File: config.mk
export PLATFORM = sky130hd
export DESIGN_NAME = alu_lifo_ctrl_flat
export DESIGN_NICKNAME = d
export VERILOG_FILES = /design/src/rtl/alu_lifo_if.sv /design/src/rtl/alu_lifo_ctrl.sv /design/src/flat_wrapper.sv
export SDC_FILE = /design/constraint.sdc
export NUM_CORES = 1
export LEC_CHECK = 0
export ABC_AREA = 1
export CAP_MARGIN = 20
export CORE_UTILIZATION = 60
export CTS_CLUSTER_DIAMETER = 80
export CTS_CLUSTER_SIZE = 25
export DETAILED_ROUTE_END_ITERATION = 8
export GPL_ROUTABILITY_DRIVEN = 0
export PLACE_DENSITY_LB_ADDON = 0.3
export SETUP_SLACK_MARGIN = 0.1
export SYNTH_ARGS = -nofsm -noshare
export SYNTH_HDL_FRONTEND = slang
export SYNTH_SLANG_ARGS = --single-unit
File: constraint.sdc
create_clock -name clk -period 4.3 [get_ports clk]
set_input_delay 0.645 -clock clk [delete_from_list [all_inputs] [get_ports clk]]
set_output_delay 0.645 -clock clk [all_outputs]
set_load 0.03 [all_outputs]
File: src/rtl/alu_lifo_if.sv
// Bus bundle between the calculator board/ALU side and the LIFO sequencing
// controller.
//   master : drives the button levels, live operands/opcode and the ALU result F;
//            observes the registered ALU operands and the display/status outputs.
//   slave  : the controller; consumes the inputs and drives everything else.
interface alu_lifo_if #(
  parameter int DEPTH = 8
);
  localparam int CW = $clog2(DEPTH + 1);

  logic          execute;
  logic          read;
  logic [2:0]    A;
  logic [2:0]    B;
  logic [2:0]    opcodein;
  logic [5:0]    F;
  logic [2:0]    alu_a;
  logic [2:0]    alu_b;
  logic [2:0]    alu_op;
  logic [5:0]    result_out;
  logic [2:0]    opcode_out;
  logic          out_valid;
  logic [CW-1:0] count;
  logic          full;
  logic          empty;
  logic          busy;
  logic          ovf_err;
  logic          udf_err;

  modport master (
    output execute, read, A, B, opcodein, F,
    input  alu_a, alu_b, alu_op, result_out, opcode_out, out_valid,
           count, full, empty, busy, ovf_err, udf_err
  );

  modport slave (
    input  execute, read, A, B, opcodein, F,
    output alu_a, alu_b, alu_op, result_out, opcode_out, out_valid,
           count, full, empty, busy, ovf_err, udf_err
  );
endinterface

File: src/rtl/alu_lifo_ctrl.sv
// Sequencing controller for the calculator datapath.
// Turns execute/read level inputs into single-cycle events, launches one ALU
// operation per execute, pushes {opcode, F} onto an internal LIFO and pops the
// top entry to the display outputs on read.
// Ports:
//   clk      : single clock, rising edge
//   reset_n  : synchronous active-low reset
//   bus      : alu_lifo_if slave modport (buttons, operands, F in; ALU operands,
//              popped result/opcode, out_valid, count/full/empty, busy,
//              sticky ovf_err/udf_err out)
module alu_lifo_ctrl #(
  parameter int DEPTH   = 8,
  parameter int ALU_LAT = 1
) (
  input logic       clk,
  input logic       reset_n,
  alu_lifo_if.slave bus
);
  localparam int            CW        = $clog2(DEPTH + 1);
  localparam int            AW        = $clog2(DEPTH);
  localparam logic [CW-1:0] ONE       = CW'(1);
  localparam logic [CW-1:0] FULL_CNT  = CW'(DEPTH);
  localparam logic [3:0]    WAIT_INIT = 4'(ALU_LAT - 1);

  typedef enum logic {IDLE, WAIT} state_t;

  state_t        state, state_n;
  logic          exe_q, rd_q;
  logic          exe_ev, rd_ev;
  logic [3:0]    wcnt, wcnt_n;
  logic [CW-1:0] count, count_n;
  logic          rd_pend, rd_pend_n;
  logic [2:0]    alu_a, alu_a_n;
  logic [2:0]    alu_b, alu_b_n;
  logic [2:0]    alu_op, alu_op_n;
  logic [2:0]    tag, tag_n;
  logic [5:0]    result, result_n;
  logic [2:0]    opcode, opcode_n;
  logic          out_valid, out_valid_n;
  logic          ovf, ovf_n;
  logic          udf, udf_n;
  logic          push;
  logic          full, empty;
  logic [8:0]    stack [DEPTH];
  logic [8:0]    top;

  assign exe_ev = bus.execute & ~exe_q;
  assign rd_ev  = bus.read & ~rd_q;
  assign full   = (count == FULL_CNT);
  assign empty  = (count == '0);
  // When count==0 the index wraps to DEPTH-1; the value is unused then.
  assign top    = stack[AW'(count - ONE)];

  always_comb begin
    state_n     = state;
    wcnt_n      = wcnt;
    count_n     = count;
    rd_pend_n   = rd_pend;
    alu_a_n     = alu_a;
    alu_b_n     = alu_b;
    alu_op_n    = alu_op;
    tag_n       = tag;
    result_n    = result;
    opcode_n    = opcode;
    out_valid_n = 1'b0;
    ovf_n       = ovf;
    udf_n       = udf;
    push        = 1'b0;
    case (state)
      IDLE: begin
        if (exe_ev) begin
          // Execute has priority; a coincident read waits in the one-deep slot.
          if (rd_ev) rd_pend_n = 1'b1;
          if (full) begin
            ovf_n = 1'b1;
          end else begin
            alu_a_n  = bus.A;
            alu_b_n  = bus.B;
            alu_op_n = bus.opcodein;
            tag_n    = bus.opcodein;
            wcnt_n   = WAIT_INIT;
            state_n  = WAIT;
          end
        end else if (rd_ev || rd_pend) begin
          rd_pend_n = 1'b0;
          if (empty) begin
            udf_n = 1'b1;
          end else begin
            result_n    = top[5:0];
            opcode_n    = top[8:6];
            count_n     = count - ONE;
            out_valid_n = 1'b1;
          end
        end
      end
      WAIT: begin
        // Executes arriving here are dropped: operands would be stale by issue.
        if (rd_ev) rd_pend_n = 1'b1;
        if (wcnt != 4'd0) begin
          wcnt_n = wcnt - 4'd1;
        end else begin
          push    = 1'b1;
          count_n = count + ONE;
          state_n = IDLE;
        end
      end
      default: state_n = IDLE;
    endcase
  end

  always_ff @(posedge clk) begin
    if (!reset_n) begin
      state     <= IDLE;
      wcnt      <= 4'd0;
      count     <= '0;
      rd_pend   <= 1'b0;
      // Held high so a level already asserted at release is not an event.
      exe_q     <= 1'b1;
      rd_q      <= 1'b1;
      alu_a     <= 3'd0;
      alu_b     <= 3'd0;
      alu_op    <= 3'd0;
      tag       <= 3'd0;
      result    <= 6'd0;
      opcode    <= 3'd0;
      out_valid <= 1'b0;
      ovf       <= 1'b0;
      udf       <= 1'b0;
    end else begin
      state     <= state_n;
      wcnt      <= wcnt_n;
      count     <= count_n;
      rd_pend   <= rd_pend_n;
      exe_q     <= bus.execute;
      rd_q      <= bus.read;
      alu_a     <= alu_a_n;
      alu_b     <= alu_b_n;
      alu_op    <= alu_op_n;
      tag       <= tag_n;
      result    <= result_n;
      opcode    <= opcode_n;
      out_valid <= out_valid_n;
      ovf       <= ovf_n;
      udf       <= udf_n;
    end
  end

  // Stack storage is not reset; a reset during WAIT suppresses the push.
  always_ff @(posedge clk) begin
    if (reset_n && push) stack[AW'(count)] <= {tag, bus.F};
  end

  assign bus.alu_a      = alu_a;
  assign bus.alu_b      = alu_b;
  assign bus.alu_op     = alu_op;
  assign bus.result_out = result;
  assign bus.opcode_out = opcode;
  assign bus.out_valid  = out_valid;
  assign bus.count      = count;
  assign bus.full       = full;
  assign bus.empty      = empty;
  assign bus.busy       = (state != IDLE);
  assign bus.ovf_err    = ovf;
  assign bus.udf_err    = udf;
endmodule

File: src/flat_wrapper.sv
// flat-port wrapper written by rule: the top's interface ports become plain ports
module alu_lifo_ctrl_flat 
#(
  parameter int DEPTH   = 8,
  parameter int ALU_LAT = 1
)
  (clk, reset_n, bus_execute, bus_read, bus_A, bus_B, bus_opcodein, bus_F, bus_alu_a, bus_alu_b, bus_alu_op, bus_result_out, bus_opcode_out, bus_out_valid, bus_count, bus_full, bus_empty, bus_busy, bus_ovf_err, bus_udf_err);
  alu_lifo_if #(.DEPTH(DEPTH)) bus_i ();
  input logic clk;
  input logic reset_n;
  input wire logic [$bits(bus_i.execute)-1:0] bus_execute;
  input wire logic [$bits(bus_i.read)-1:0] bus_read;
  input wire logic [$bits(bus_i.A)-1:0] bus_A;
  input wire logic [$bits(bus_i.B)-1:0] bus_B;
  input wire logic [$bits(bus_i.opcodein)-1:0] bus_opcodein;
  input wire logic [$bits(bus_i.F)-1:0] bus_F;
  output wire logic [$bits(bus_i.alu_a)-1:0] bus_alu_a;
  output wire logic [$bits(bus_i.alu_b)-1:0] bus_alu_b;
  output wire logic [$bits(bus_i.alu_op)-1:0] bus_alu_op;
  output wire logic [$bits(bus_i.result_out)-1:0] bus_result_out;
  output wire logic [$bits(bus_i.opcode_out)-1:0] bus_opcode_out;
  output wire logic [$bits(bus_i.out_valid)-1:0] bus_out_valid;
  output wire logic [$bits(bus_i.count)-1:0] bus_count;
  output wire logic [$bits(bus_i.full)-1:0] bus_full;
  output wire logic [$bits(bus_i.empty)-1:0] bus_empty;
  output wire logic [$bits(bus_i.busy)-1:0] bus_busy;
  output wire logic [$bits(bus_i.ovf_err)-1:0] bus_ovf_err;
  output wire logic [$bits(bus_i.udf_err)-1:0] bus_udf_err;
  assign bus_i.execute = bus_execute;
  assign bus_i.read = bus_read;
  assign bus_i.A = bus_A;
  assign bus_i.B = bus_B;
  assign bus_i.opcodein = bus_opcodein;
  assign bus_i.F = bus_F;
  assign bus_alu_a = bus_i.alu_a;
  assign bus_alu_b = bus_i.alu_b;
  assign bus_alu_op = bus_i.alu_op;
  assign bus_result_out = bus_i.result_out;
  assign bus_opcode_out = bus_i.opcode_out;
  assign bus_out_valid = bus_i.out_valid;
  assign bus_count = bus_i.count;
  assign bus_full = bus_i.full;
  assign bus_empty = bus_i.empty;
  assign bus_busy = bus_i.busy;
  assign bus_ovf_err = bus_i.ovf_err;
  assign bus_udf_err = bus_i.udf_err;
  alu_lifo_ctrl #(.DEPTH(DEPTH), .ALU_LAT(ALU_LAT)) u_core (.clk(clk), .reset_n(reset_n), .bus(bus_i));
endmodule
# ---- Yosys cells after proc, flatten, opt, wreduce, memory -nomap -nowiden
# Memory sizes are Yosys's and may differ from the RTL's. A register that Yosys moved wholly into a read port is not among the register bits.
# Cells that the tools add are included.
dict set report op_classes {
  add_sub_neg 3
  eq_ne 9
  muxes 22
  n_reduce_logical 12
  n_bitwise 10
}
# op count
set ops {}
lappend ops {{$mux W4} 7}
lappend ops {{$pmux W4 S2} 2}
lappend ops {{$reduce_and A4 Y1} 3}
lappend ops {{$mux W1} 11}
lappend ops {{$ne A2 B2 Y1 const B} 5}
lappend ops {{$reduce_and A3 Y1} 3}
lappend ops {{$not A1 Y1} 8}
lappend ops {{$sub A4 B1 Y4 const B} 2}
lappend ops {{$add A4 B1 Y4 const B} 1}
lappend ops {{$eq A4 B4 Y1 const B} 1}
lappend ops {{$logic_not A4 Y1} 1}
lappend ops {{$ne A2 B1 Y1 const B} 2}
lappend ops {{$pmux W1 S2} 2}
lappend ops {{$reduce_bool A4 Y1} 1}
lappend ops {{$reduce_or A4 Y1} 1}
lappend ops {{$ne A3 B1 Y1 const B} 1}
lappend ops {{$and A1 B1 Y1} 2}
lappend ops {{$logic_and A1 B1 Y1} 1}
lappend ops {{$logic_not A1 Y1} 1}
lappend ops {{$logic_or A1 B1 Y1} 1}
dict set report word_totals {
  output_inout_bits 28
  inputBits 19
  regBits 24
  mem_bits_rw 72
  word_cells 69
  mem_count 1
}
# name depth width read_ports rd_clocked_by_memory_dff wr line_no
set mem_list {}
lappend mem_list {u_core.stack 8 9 1 1 1 alu_lifo_ctrl.sv:44} ;# logic [8:0] stack [DEPTH];

# ---- Logic depth before layout (Yosys ltp)
dict set report logic_depth {
  ltp_word 6
  ltp_mapped 9
  mapped_depth_nobuf 9
}

# ---- Worst setup path before layout
# OpenSTA, ideal clock, no wires.
dict set report synth_timing {
  path_type {reg2reg}
  from {register u_core.state (netlist: u_core.bus.busy)}
  to {memory u_core.stack[1][0] (enable)}
  stages_incl_launch_ff 6
  n_path_buf 1
  slack_ns 1.937
  arrival_ns 1.964
  synth_period_minus_slack_ns 2.363
  setup_time_ns 0.399
  required_ns 3.901
  cell_sequence {dfxtp_1 -> buf_4 -> inv_2 -> nor2_1 -> nand2_1 -> nor4_1}
}
dict set report synth_between {
  elab_chain_len 4
}
# element line_no
set synth_lines {}
lappend synth_lines {{start: declaration} alu_lifo_ctrl.sv:27} ;# state_t state, state_n;
lappend synth_lines {{start signal: assignment} alu_lifo_ctrl.sv:130} ;# state <= state_n;
lappend synth_lines {{$mux W1} alu_lifo_ctrl.sv:69} ;# case (state)
lappend synth_lines {{$logic_and A1 B1 Y1} alu_lifo_ctrl.sv:150} ;# if (reset_n && push) stack[AW'(count)] <= {tag, bus.F};
lappend synth_lines {{$mux W1} alu_lifo_ctrl.sv:150}
lappend synth_lines {{$mux W1 (not written as such)} alu_lifo_ctrl.sv:150}
lappend synth_lines {{end: declaration} alu_lifo_ctrl.sv:44}
# Every way passes these cells.

# ---- Final worst setup path
dict set report layout_timing {
  from {register u_core.count[0] (netlist: u_core.bus.count[0])}
  to {output port bus_empty}
}
dict set report layout_between {
  elab_chain_len 1
}
# element line_no
set layout_lines {}
lappend layout_lines {{start: declaration} alu_lifo_ctrl.sv:31} ;# logic [CW-1:0] count, count_n;
lappend layout_lines {{start signal: assignment} alu_lifo_ctrl.sv:132} ;# count <= count_n;
lappend layout_lines {{$logic_not A4 Y1} alu_lifo_ctrl.sv:50} ;# assign empty = (count == '0);
lappend layout_lines {{end: declaration} flat_wrapper.sv:25} ;# output wire logic [$bits(bus_i.empty)-1:0] bus_empty;
# Every way passes these cells.

==> results.sh <==
export IMPL_core_sq_um=7250
export IMPL_maxCapViolations=0
export IMPL_grt_pass1_wl_um=15100
export IMPL_holdWs_ns=0.459
export IMPL_tightest_slew_ns=0.837
export IMPL_cts_resized=0
export IMPL_antenna_found_initial=0
export IMPL_critPathTopFamily="buffers and inverters"
export IMPL_syn_cell_area_sq_um=4510
export IMPL_syn_nets=490
export IMPL_max_stage_delay_ns=0.66
export IMPL_routedWlPerCell_um=15.5
export IMPL_clock_sinks=105
export IMPL_crit_required_ns=3.65
export IMPL_cts_setup_buffers=0
export IMPL_rows=31
export IMPL_tritoncts="yes"
export IMPL_firstDrtPassIters=5
export IMPL_end_kind="output port"
export IMPL_layout_drive_gt1_share_pct=8.88
export IMPL_track_usage_pct=26.6
export IMPL_root_buffer="clkbuf_8"
export IMPL_fin_skew_ns=0.00853
export IMPL_area_growth_pct=16.7
export IMPL_status="complete, no violations"
export IMPL_period_needed_ns=3.41
export IMPL_final_hold_violation_count=0
export IMPL_numPortBuffers=46
export IMPL_path_class="register to output port"
export IMPL_h_tree_depth=3
export IMPL_path_cells="buf_4 > inv_2 > ha_1 > nand3_4 > inv_1 > clkdlybuf4s50_1"
export IMPL_power_leakage_uw=0.00216
export IMPL_worst_r2r_cell_count=8
export IMPL_grt_pass1_vias=3039
export IMPL_via_per_inst=5.41
export IMPL_max_clock_freq_ghz=0.293
export IMPL_setup_ws_ns=0.892
export IMPL_drc=0
export IMPL_die_w_um=88.7
export IMPL_dieArea_sq_um=7870
export IMPL_wl_um=9560
export IMPL_finalSetupTns_ns=0
export IMPL_clk_pin_slew_ns=0.10
export IMPL_maxSlewViolCount=0
export IMPL_crit_arrival_ns=2.76
export IMPL_rsz0062_at_grt="false"
export IMPL_drt_initial_drc_count=414
export IMPL_critical_path_max_fanout=44
export IMPL_fp_dieH_um=88.7
export IMPL_insertion_delay_ns=0.37
export IMPL_cp_slowest_cell="clkdlybuf4s50_1"
export IMPL_clockBufferDepth=2
export IMPL_power_density_nw_per_um2=403
export IMPL_hold_class="register to register"
export IMPL_vias=3338
export IMPL_dp_hpwl_um=6420
export IMPL_finalSetupViolCount=0
export IMPL_cts_made_buffers=9
export IMPL_rrSetupSlack_ns=1.36
export IMPL_max_slew_margin_pct=44.0
export IMPL_initial_utilization_pct=62.2
export IMPL_cts_hold_buf=0
export IMPL_synth_area_per_cell_sq_um=9.67
export IMPL_seq_area_frac_synth_pct=62.5
export IMPL_synth_warnings=0
export IMPL_synth_cell_types=30
export IMPL_irDropWorstVdd_v=0.000250
export IMPL_gr_total_overflow=0
export IMPL_grt_start_max_net_pins=45
export IMPL_dpl_worst_slack_ns=1.32
export IMPL_cp_start_kind="register"
export IMPL_drtAntennaViolNets=0
export IMPL_synthCells=467
export IMPL_crit_cells=6
export IMPL_period_share_pct=79.3
export IMPL_antenna_cells=0
export IMPL_ys_seq_elements=105
export IMPL_io_pins=47
export IMPL_crit_buf_inv=4
export IMPL_whs_path_depth=2
export IMPL_final_nets=536
## final timing paths
kind                                                       start                               endpoint
worst max-delay path            u_core.bus.count[0]$_SDFFE_PN0P_                              bus_empty
worst min-delay path             u_core.bus.udf_err$_SDFFE_PN0P_        u_core.bus.udf_err$_SDFFE_PN0P_
worst max register to register  u_core.bus.count[0]$_SDFFE_PN0P_  u_core.bus.result_out[5]$_SDFFE_PN0P_
worst min register to register   u_core.bus.udf_err$_SDFFE_PN0P_        u_core.bus.udf_err$_SDFFE_PN0P_
## routing by layer
layer | wire length [um] | global-route usage [%] | up-vias
li1 | - | - | 1596
met1 | 4040 | 36.7 | 1576
met2 | 4660 | 42.0 | 150
met3 | 665 | 4.29 | 16
met4 | 195 | 12.0 | 0
met5 | 0 | 0 | -
## area by class of cell
cell class,instances,area [sq um]
Clock buffer,10,128
Tap cell,99,124
Multi-Input combinational cell,269,1280
Timing Repair Buffer,53,513
Sequential cell,105,2820
Fill cell,538,1980
Inverter,75,284
Clock inverter,6,115
## tightest hold or removal path, cell delays in order, from the launching register on
cell and delay, ns:
dfxtp_1 0.32, inv_1 0.05, a21oi_1 0.05
## cell families (layout without fill, tap and decap cells)
kind of cell	Yosys count	in the layout	share of synthesized area, %
XOR/XNOR	2	2	0.721
flip-flops	105	105	62.5
AO/OA/AOI/OAI	34	34	4.02
multiplexers	1	1	0.222
adder cells (fa/ha/maj)	4	4	1.11
buffers and inverters	93	144	9.06
AND/OR/NAND/NOR	228	228	22.3
## cell usage in the layout, fill, tap and decap left out, drive strengths merged, types with 3 or more instances in the layout
| cell | count |
|---|---|
| nand2 | 118 |
| inv | 76 |
| edfxtp | 72 |
| nand3 | 65 |
| clkdlybuf4s50 | 46 |
| nor2 | 37 |
| dfxtp | 33 |
| a21oi | 19 |
| o21ai | 14 |
| clkbuf | 10 |
| buf | 7 |
| nor3 | 4 |
| ha | 4 |
| bufinv | 3 |
## Yosys cell counts (all sizes together)
cell | number | area [sq um]
nand3 | 65 | 348
edfxtp | 72 | 2160
xnor2 | 1 | 16.3
nand2 | 118 | 458
dfxtp | 33 | 661
nor3 | 4 | 20.0
nor4 | 2 | 12.5
o21ai | 14 | 70.1
ha | 4 | 50.1
or2 | 2 | 12.5
inv | 75 | 284
buf | 16 | 118
xor2 | 1 | 16.3
nor2 | 37 | 158
clkbuf | 2 | 7.51
mux2i | 1 | 10.0
a21oi | 19 | 98.9
o22ai | 1 | 12.5
## registers in the layout (all words and copies together) (netlist names)
signal,flops
u_core.bus.alu_b,3
u_core.bus.alu_a,3
u_core.bus.opcode_out,3
u_core.bus.result_out,6
u_core.rd_q,1
u_core.bus.busy,1
u_core.rd_pend,1
u_core.wcnt,4
u_core.bus.udf_err,1
u_core.stack,72
u_core.bus.count,4
u_core.exe_q,1
u_core.bus.out_valid,1
u_core.bus.ovf_err,1
u_core.tag,3
## stage by stage
| step | power [uW] | utilization [%] | instance area, sq um | cells |
|---|---|---|---|---|
| after CTS | 2120 | 72.6 | 5270 | 617 |
| after floorplan | 1330 | - | 4510 | 467 |
| final | 2120 | 72.6 | 5270 | 617 |
| after global routing | 2190 | 72.6 | 5270 | 617 |
| after global placement | 1410 | 69.2 | 5020 | 600 |
| after detailed placement | 1420 | 69.3 | 5030 | 601 |
## power breakdown
group          leakage, uW  internal, uW  switching, uW  total (uW)
clock network     0.000117           390            330         720
registers         0.000903          1090           19.3        1110
logic              0.00114           101            187         288
total              0.00216          1580            537        2120
Power figures use the tool's default switching activity.
